**src/rtl/dispatch_ctrl_pkg.sv**
```systemverilog
// ============================================================================
// Module   : dispatch_ctrl_pkg
// Purpose  : Shared types and default sizes for the dispatch controller.
// Revision : 1.0 - initial release
// ============================================================================
`default_nettype none

`ifndef DISPATCH_CTRL_PKG_DEFS
`define DISPATCH_CTRL_PKG_DEFS
`define DC_ROB_SIZE_WIDTH 6
`define DC_RS_ALU_DEPTH   8
`define DC_RS_MEM_DEPTH   4
`define DC_RS_BR_DEPTH    4
`endif

package dispatch_ctrl_pkg;

  localparam int ROB_SIZE_WIDTH = `DC_ROB_SIZE_WIDTH;

  typedef enum logic [1:0] {
    RS_ALU = 2'd0,
    RS_MEM = 2'd1,
    RS_BR  = 2'd2
  } rs_class_t;

  typedef enum logic [0:0] {
    RUN        = 1'b0,
    FLUSH_HOLD = 1'b1
  } dispatch_state_t;

  typedef enum logic [1:0] {
    no_mem_op = 2'd0,
    mem_load  = 2'd1,
    mem_store = 2'd2
  } mem_op_t;

  typedef struct packed {
    mem_op_t memory_op;
    logic    is_branch_op;
  } control_t;

endpackage

`default_nettype wire

```
**src/rtl/dispatch_ctrl_credit.sv**
```systemverilog
// ============================================================================
// Module   : rs_credit_counter
// Purpose  : Free-entry credit counter for one reservation station.
// Revision : 1.0 - initial release
// ============================================================================
`default_nettype none

module rs_credit_counter #(
  parameter int DEPTH = 4
) (
  input  logic                       clk,
  input  logic                       reset,
  input  logic                       i_dispatch,
  input  logic                       i_release,
  input  logic                       i_flush,
  output logic [$clog2(DEPTH+1)-1:0] o_credit,
  output logic                       o_overflow
);

  localparam int W = $clog2(DEPTH + 1);
  localparam logic [W-1:0] C_FULL = W'(DEPTH);

  logic [W-1:0] r_credit;
  logic         r_overflow;
  logic         w_full;
  logic         w_empty;

  assign w_full  = (r_credit == C_FULL);
  assign w_empty = (r_credit == '0);

  // A coincident dispatch and release cancel; a lone release at full is an error.
  always_ff @(posedge clk or posedge reset) begin
    if (reset) begin
      r_credit   <= C_FULL;
      r_overflow <= 1'b0;
    end else if (i_flush) begin
      r_credit <= C_FULL;
    end else if (i_dispatch && !i_release) begin
      if (!w_empty) r_credit <= r_credit - W'(1);
    end else if (i_release && !i_dispatch) begin
      if (w_full) r_overflow <= 1'b1;
      else        r_credit   <= r_credit + W'(1);
    end
  end

  assign o_credit   = r_credit;
  assign o_overflow = r_overflow;

endmodule

`default_nettype wire

```
**src/rtl/dispatch_ctrl.sv**
```systemverilog
// ============================================================================
// Module   : dispatch_ctrl
// Purpose  : Credit-based dispatch of renamed instructions to ALU/MEM/BR stations.
// Revision : 1.0 - initial release
// ============================================================================
`default_nettype none

module dispatch_ctrl
  import dispatch_ctrl_pkg::*;
#(
  parameter int RS_ALU_DEPTH          = `DC_RS_ALU_DEPTH,
  parameter int RS_MEM_DEPTH          = `DC_RS_MEM_DEPTH,
  parameter int RS_BR_DEPTH           = `DC_RS_BR_DEPTH,
  parameter int FLUSH_RECOVERY_CYCLES = 2
) (
  input  logic                              clk,
  input  logic                              reset,
  input  logic                              new_valid_inst,
  input  control_t                          control,
  input  logic [ROB_SIZE_WIDTH-1:0]         inst_tag,
  input  logic                              rob_full,
  input  logic                              can_rename,
  input  logic                              flush,
  input  logic [2:0]                        rs_release,
  output logic                              stall,
  output logic [2:0]                        dispatch_valid,
  output logic [ROB_SIZE_WIDTH-1:0]         dispatch_tag,
  output logic [$clog2(RS_ALU_DEPTH+1)-1:0] credit_alu,
  output logic [$clog2(RS_MEM_DEPTH+1)-1:0] credit_mem,
  output logic [$clog2(RS_BR_DEPTH+1)-1:0]  credit_br,
  output logic [31:0]                       dispatched_count,
  output logic                              credit_overflow
);

  localparam logic [0:0] ST_RUN  = RUN;
  localparam logic [0:0] ST_HOLD = FLUSH_HOLD;
  localparam logic [3:0] C_HOLD  = 4'(FLUSH_RECOVERY_CYCLES);

  logic [0:0]  r_state;
  logic [3:0]  r_hold;
  logic [31:0] r_count;

  rs_class_t   w_class;
  logic        w_credit_zero;
  logic [2:0]  w_onehot;
  logic        w_run;
  logic        w_dispatch;
  logic [2:0]  w_disp_vec;
  logic [2:0]  w_rel_vec;
  logic [2:0]  w_ovf;

  always_comb begin
    w_class = RS_ALU;
    if (control.memory_op != no_mem_op) w_class = RS_MEM;
    else if (control.is_branch_op)      w_class = RS_BR;
  end

  always_comb begin
    w_credit_zero = 1'b0;
    w_onehot      = 3'b000;
    case (w_class)
      RS_MEM:  begin w_credit_zero = (credit_mem == '0); w_onehot = 3'b010; end
      RS_BR:   begin w_credit_zero = (credit_br  == '0); w_onehot = 3'b100; end
      default: begin w_credit_zero = (credit_alu == '0); w_onehot = 3'b001; end
    endcase
  end

  assign w_run      = (r_state == ST_RUN);
  assign stall      = w_run ? (rob_full | ~can_rename | (new_valid_inst & w_credit_zero)) : 1'b1;
  assign w_dispatch = w_run & new_valid_inst & ~stall & ~flush & ~reset;
  assign w_disp_vec = w_dispatch ? w_onehot : 3'b000;
  // Releases only count while running; a flush refills every station anyway.
  assign w_rel_vec  = (w_run & ~flush) ? rs_release : 3'b000;

  always_ff @(posedge clk or posedge reset) begin
    if (reset) begin
      r_state <= ST_RUN;
      r_hold  <= 4'd0;
      r_count <= 32'd0;
    end else begin
      if (w_dispatch) r_count <= r_count + 32'd1;
      if (flush) begin
        r_state <= ST_HOLD;
        r_hold  <= C_HOLD;
      end else if (r_state == ST_HOLD) begin
        r_hold <= r_hold - 4'd1;
        if (r_hold <= 4'd1) r_state <= ST_RUN;
      end
    end
  end

  rs_credit_counter #(.DEPTH(RS_ALU_DEPTH)) u_credit_alu (
    .clk(clk), .reset(reset), .i_dispatch(w_disp_vec[RS_ALU]), .i_release(w_rel_vec[RS_ALU]),
    .i_flush(flush), .o_credit(credit_alu), .o_overflow(w_ovf[RS_ALU]));

  rs_credit_counter #(.DEPTH(RS_MEM_DEPTH)) u_credit_mem (
    .clk(clk), .reset(reset), .i_dispatch(w_disp_vec[RS_MEM]), .i_release(w_rel_vec[RS_MEM]),
    .i_flush(flush), .o_credit(credit_mem), .o_overflow(w_ovf[RS_MEM]));

  rs_credit_counter #(.DEPTH(RS_BR_DEPTH)) u_credit_br (
    .clk(clk), .reset(reset), .i_dispatch(w_disp_vec[RS_BR]), .i_release(w_rel_vec[RS_BR]),
    .i_flush(flush), .o_credit(credit_br), .o_overflow(w_ovf[RS_BR]));

  assign dispatch_valid   = w_disp_vec;
  assign dispatch_tag     = inst_tag;
  assign dispatched_count = r_count;
  assign credit_overflow  = |w_ovf;

endmodule

`default_nettype wire

```
**config.mk**
```make
export PLATFORM = sky130hd
export DESIGN_NAME = dispatch_ctrl
export DESIGN_NICKNAME = d
export VERILOG_FILES = /design/src/rtl/dispatch_ctrl_pkg.sv /design/src/rtl/dispatch_ctrl_credit.sv /design/src/rtl/dispatch_ctrl.sv
export SDC_FILE = /design/constraint.sdc
export NUM_CORES = 1
export LEC_CHECK = 0
export CORE_MARGIN = 3
export CORE_UTILIZATION = 50
export DETAILED_ROUTE_END_ITERATION = 8
export PLACE_DENSITY = 0.91
export SLEW_MARGIN = 10
export SYNTH_ARGS = -nofsm -noshare
export SYNTH_HDL_FRONTEND = slang
export SYNTH_HIERARCHICAL = 1
export SYNTH_SLANG_ARGS = --single-unit
```
**constraint.sdc**
```tcl
create_clock -name clk -period 4.01 [get_ports clk]
set_input_delay 1.0025 -clock clk [delete_from_list [all_inputs] [get_ports clk]]
set_output_delay 1.0025 -clock clk [all_outputs]
set_load 0.05 [all_outputs]
```
==> results by group <==
Run status
  • Status: complete, no violations

Finish
  • Antenna cells: 0
  • Share of layout cells above drive strength 1: 16.2%
  • NumNets Final: 381
  • Fin util: 65.6%
  • Fin area: 0.00391 sq mm
  • Layout area overhead: 26.1%

Clocking
  • Post-CTS sizing: 0
  • Cts bufs inserted: 5
  • Post-CTS Hold Buffers: 0
  • CTS Root Cell: clkbuf_8
  • # H-tree levels: 2
  • Post-CTS setup buffer count: 0
  • CTS tree: built
  • Clk_lat worst skew: 0.32 ns
  • CTS Buffer Depth: 2
  • Clock sink count: 50
  • Worst-path clk slew: 0.09 ns

STA
  • Final worst path period share: 97.1%
  • Max Fclk: 257 MHz
  • Final setup viols: 0
  • Post-route minimum period: 3.89 ns
  • RSZ-0062 raised after global routing: no
  • Slew Limit Fails: 0
  • Worst Tran Pin Value: 0.521 ns
  • Final WS setup: 0.118 ns
  • Setup tns final: 0 ns
  • Fin Hold WS: 0.481 ns
  • Final Hold Vio Count: 0
  • Max-slew headroom at the worst pin: 65.1%
  • Worst Skew: 0.0180 ns

Routing
  • DRT Pass-1 Iters: 4
  • Vias/cell: 5.66
  • Antenna-violating nets left: 0
  • Final wirelength: 7.05 mm
  • Drt wl/cell: 16.3 um
  • Via count: 2447
  • Drt first-iter violations: 105
  • Drt drc: 0

Flow run
  • Max-Cap Viols: 0

GRT
  • Vias in the first global route: 2366
  • Global-route wire length before repair: 11.7 mm
  • Gr ovfl total: 0
  • Pin count of the biggest net entering global routing: 38
  • Initial antenna violation count: 0
  • GR Util All Layers: 20.0%

Setup path
  • WP buf/inv: 3
  • CP Max Fanout: 10
  • Family with the most delay on the worst path: buffers and inverters
  • Critical path cell sequence: clkdlybuf4s50_1, or4_1, o211ai_1, a21bo_1, buf_4, nor2_1, buf_12
  • CP Launch Type: primary input
  • Worst EP arrival: 2.89 ns
  • Crit-path slowest cell: clkdlybuf4s50_1
  • Crit end category: primary output
  • Worst EP required: 3.01 ns
  • Max incr delay on CP: 0.48 ns
  • Crit path kind: primary input to primary output

Floorplan
  • Starting density of the core: 52.0%
  • Core footprint: 0.00596 sq mm
  • Top Ports: 71
  • # rows: 28
  • Die height: 84.7 um
  • Die X: 84.7 um
  • Die area: 0.00718 sq mm

Power and ir drop
  • LEAKAGE: 1.72 nW
  • Cell Pwr Density: 319 mW/mm^2
  • Peak supply drop: 0.000297 V

Placed design
  • Input/output buffers: 58
  • Gpl congestion: 0.908
  • Post-DP Area: 0.00379 sq mm
  • Setup WS pre-CTS: 0.104 ns
  • Dpl hpwl: 5.18 mm

Yosys
  • Syn nets: 322
  • Syn Inst Count: 297
  • #FFs+latches synth: 50
  • Synth area leader: dfrtp_1
  • Area fraction of the dominant cell type after synthesis: 38.0%
  • Synth Flop Type: dfrtp_1
  • Number of synthesized flops with an enable pin: 0
  • Register area share after synthesis: 40.5%
  • Area of the mapped netlist: 0.00310 sq mm
  • Post-Syn Area per Cell: 10.4 sq um
  • Most common cell in the synthesized netlist: dfrtp_1
  • Ranking of synthesized cells by area: dfrtp_1 38%, xnor2_1 7.1%, xor2_1 5.9%, ha_1 2.8%, dfstp_2 2.5%
  • Synth cell count leaders: 47 x dfrtp_1, 25 x xnor2_1, 21 x xor2_1, 19 x nor2_1
  • Async SR Flop Fraction: 100%
  • Synth warnings: 6
  • Unique masters post-synth: 64

Min path
  • Hold Path Class: flip-flop to flip-flop
state kept, by name, summed over array words and instances (netlist names):
register	flops
r_state	1
u_credit_alu/o_credit	4
r_hold	4
u_credit_br/o_credit	3
u_credit_alu/o_overflow	1
u_credit_mem/o_credit	3
u_credit_mem/o_overflow	1
dispatched_count	32
u_credit_br/o_overflow	1
per-stage QoR:
| stage | power [mW] | instances |
|---|---|---|
| 6_report | 1.25 | 432 |
| 5_1_grt | 1.30 | 432 |
| 4_1_cts | 1.25 | 432 |
| 3_5_place_dp | 0.877 | 424 |
| 3_3_place_gp | 0.864 | 424 |
| 2_1_floorplan | 0.812 | 297 |
final cells by class:
class	instances	area (sq um)
well taps	75	93.8
clock inverters	3	47.5
repair buffers	70	711
flip-flops and latches	50	1250
fillers	447	2050
multi-input cells	212	1670
clock buffers	5	68.8
inverters	17	63.8
kinds of logic (layout without fill, tap and decap cells):
| logic type | count (synthesis) | in the layout | synth area share (%) |
|---|---|---|---|
| compound gates | 47 | 47 | 10.8 |
| xor+xnor | 46 | 46 | 13.0 |
| fa+ha+maj | 7 | 7 | 2.83 |
| buf+inv | 35 | 95 | 6.58 |
| flops | 50 | 50 | 40.5 |
| mux | 2 | 2 | 0.808 |
| simple gates | 110 | 110 | 25.4 |
worst paths after layout:
check                                                     start                                    to  slack [ns]  depth (start not counted)
min reg2reg                    dispatched_count[31]$_DFFE_PP0P_      dispatched_count[31]$_DFFE_PP0P_        0.48                          1
max in group asynchronous                                 reset      dispatched_count[31]$_DFFE_PP0P_        2.38                          4
min                            dispatched_count[31]$_DFFE_PP0P_      dispatched_count[31]$_DFFE_PP0P_        0.48                          1
max reg2reg                u_credit_alu/o_credit[0]$_DFFE_PP0P_  u_credit_alu/o_credit[2]$_DFFE_PP0P_        0.96                         11
min in group asynchronous                                 reset   u_credit_mem/o_overflow$_DFFE_PP0P_        1.07                          3
max                                                  control[0]                     dispatch_valid[1]        0.12                          7
routing by layer:
layer	share of wire [%]	vias up	GRT usage, %
met5	0	-	0
met4	1.5	0	6.04
met3	4.5	10	2.85
met2	50	77	32.9
met1	44	1195	27.4
li1	-	1165	-
cells in the final DEF (no fill, tap or decap), types with 4 or more instances in the layout:
cell type / n
a21oi_1: 8
and2_1: 4
buf_12: 4
buf_4: 12
clkbuf_8: 5
clkdlybuf4s50_1: 54
dfrtp_1: 47
ha_1: 6
inv_1: 17
nand2_1: 17
nand3_1: 11
nand4_1: 8
nor2_1: 19
nor3_1: 6
nor4_2: 4
o21ai_0: 11
xnor2_1: 25
xor2_1: 21
power by group:
group / internal (mW) / switching, mW / leakage, nW
clock network: 0.189 / 0.185 / 0.0587
registers: 0.550 / 0.0568 / 0.667
logic: 0.118 / 0.148 / 0.991
(Power assumes the default switching activity.)
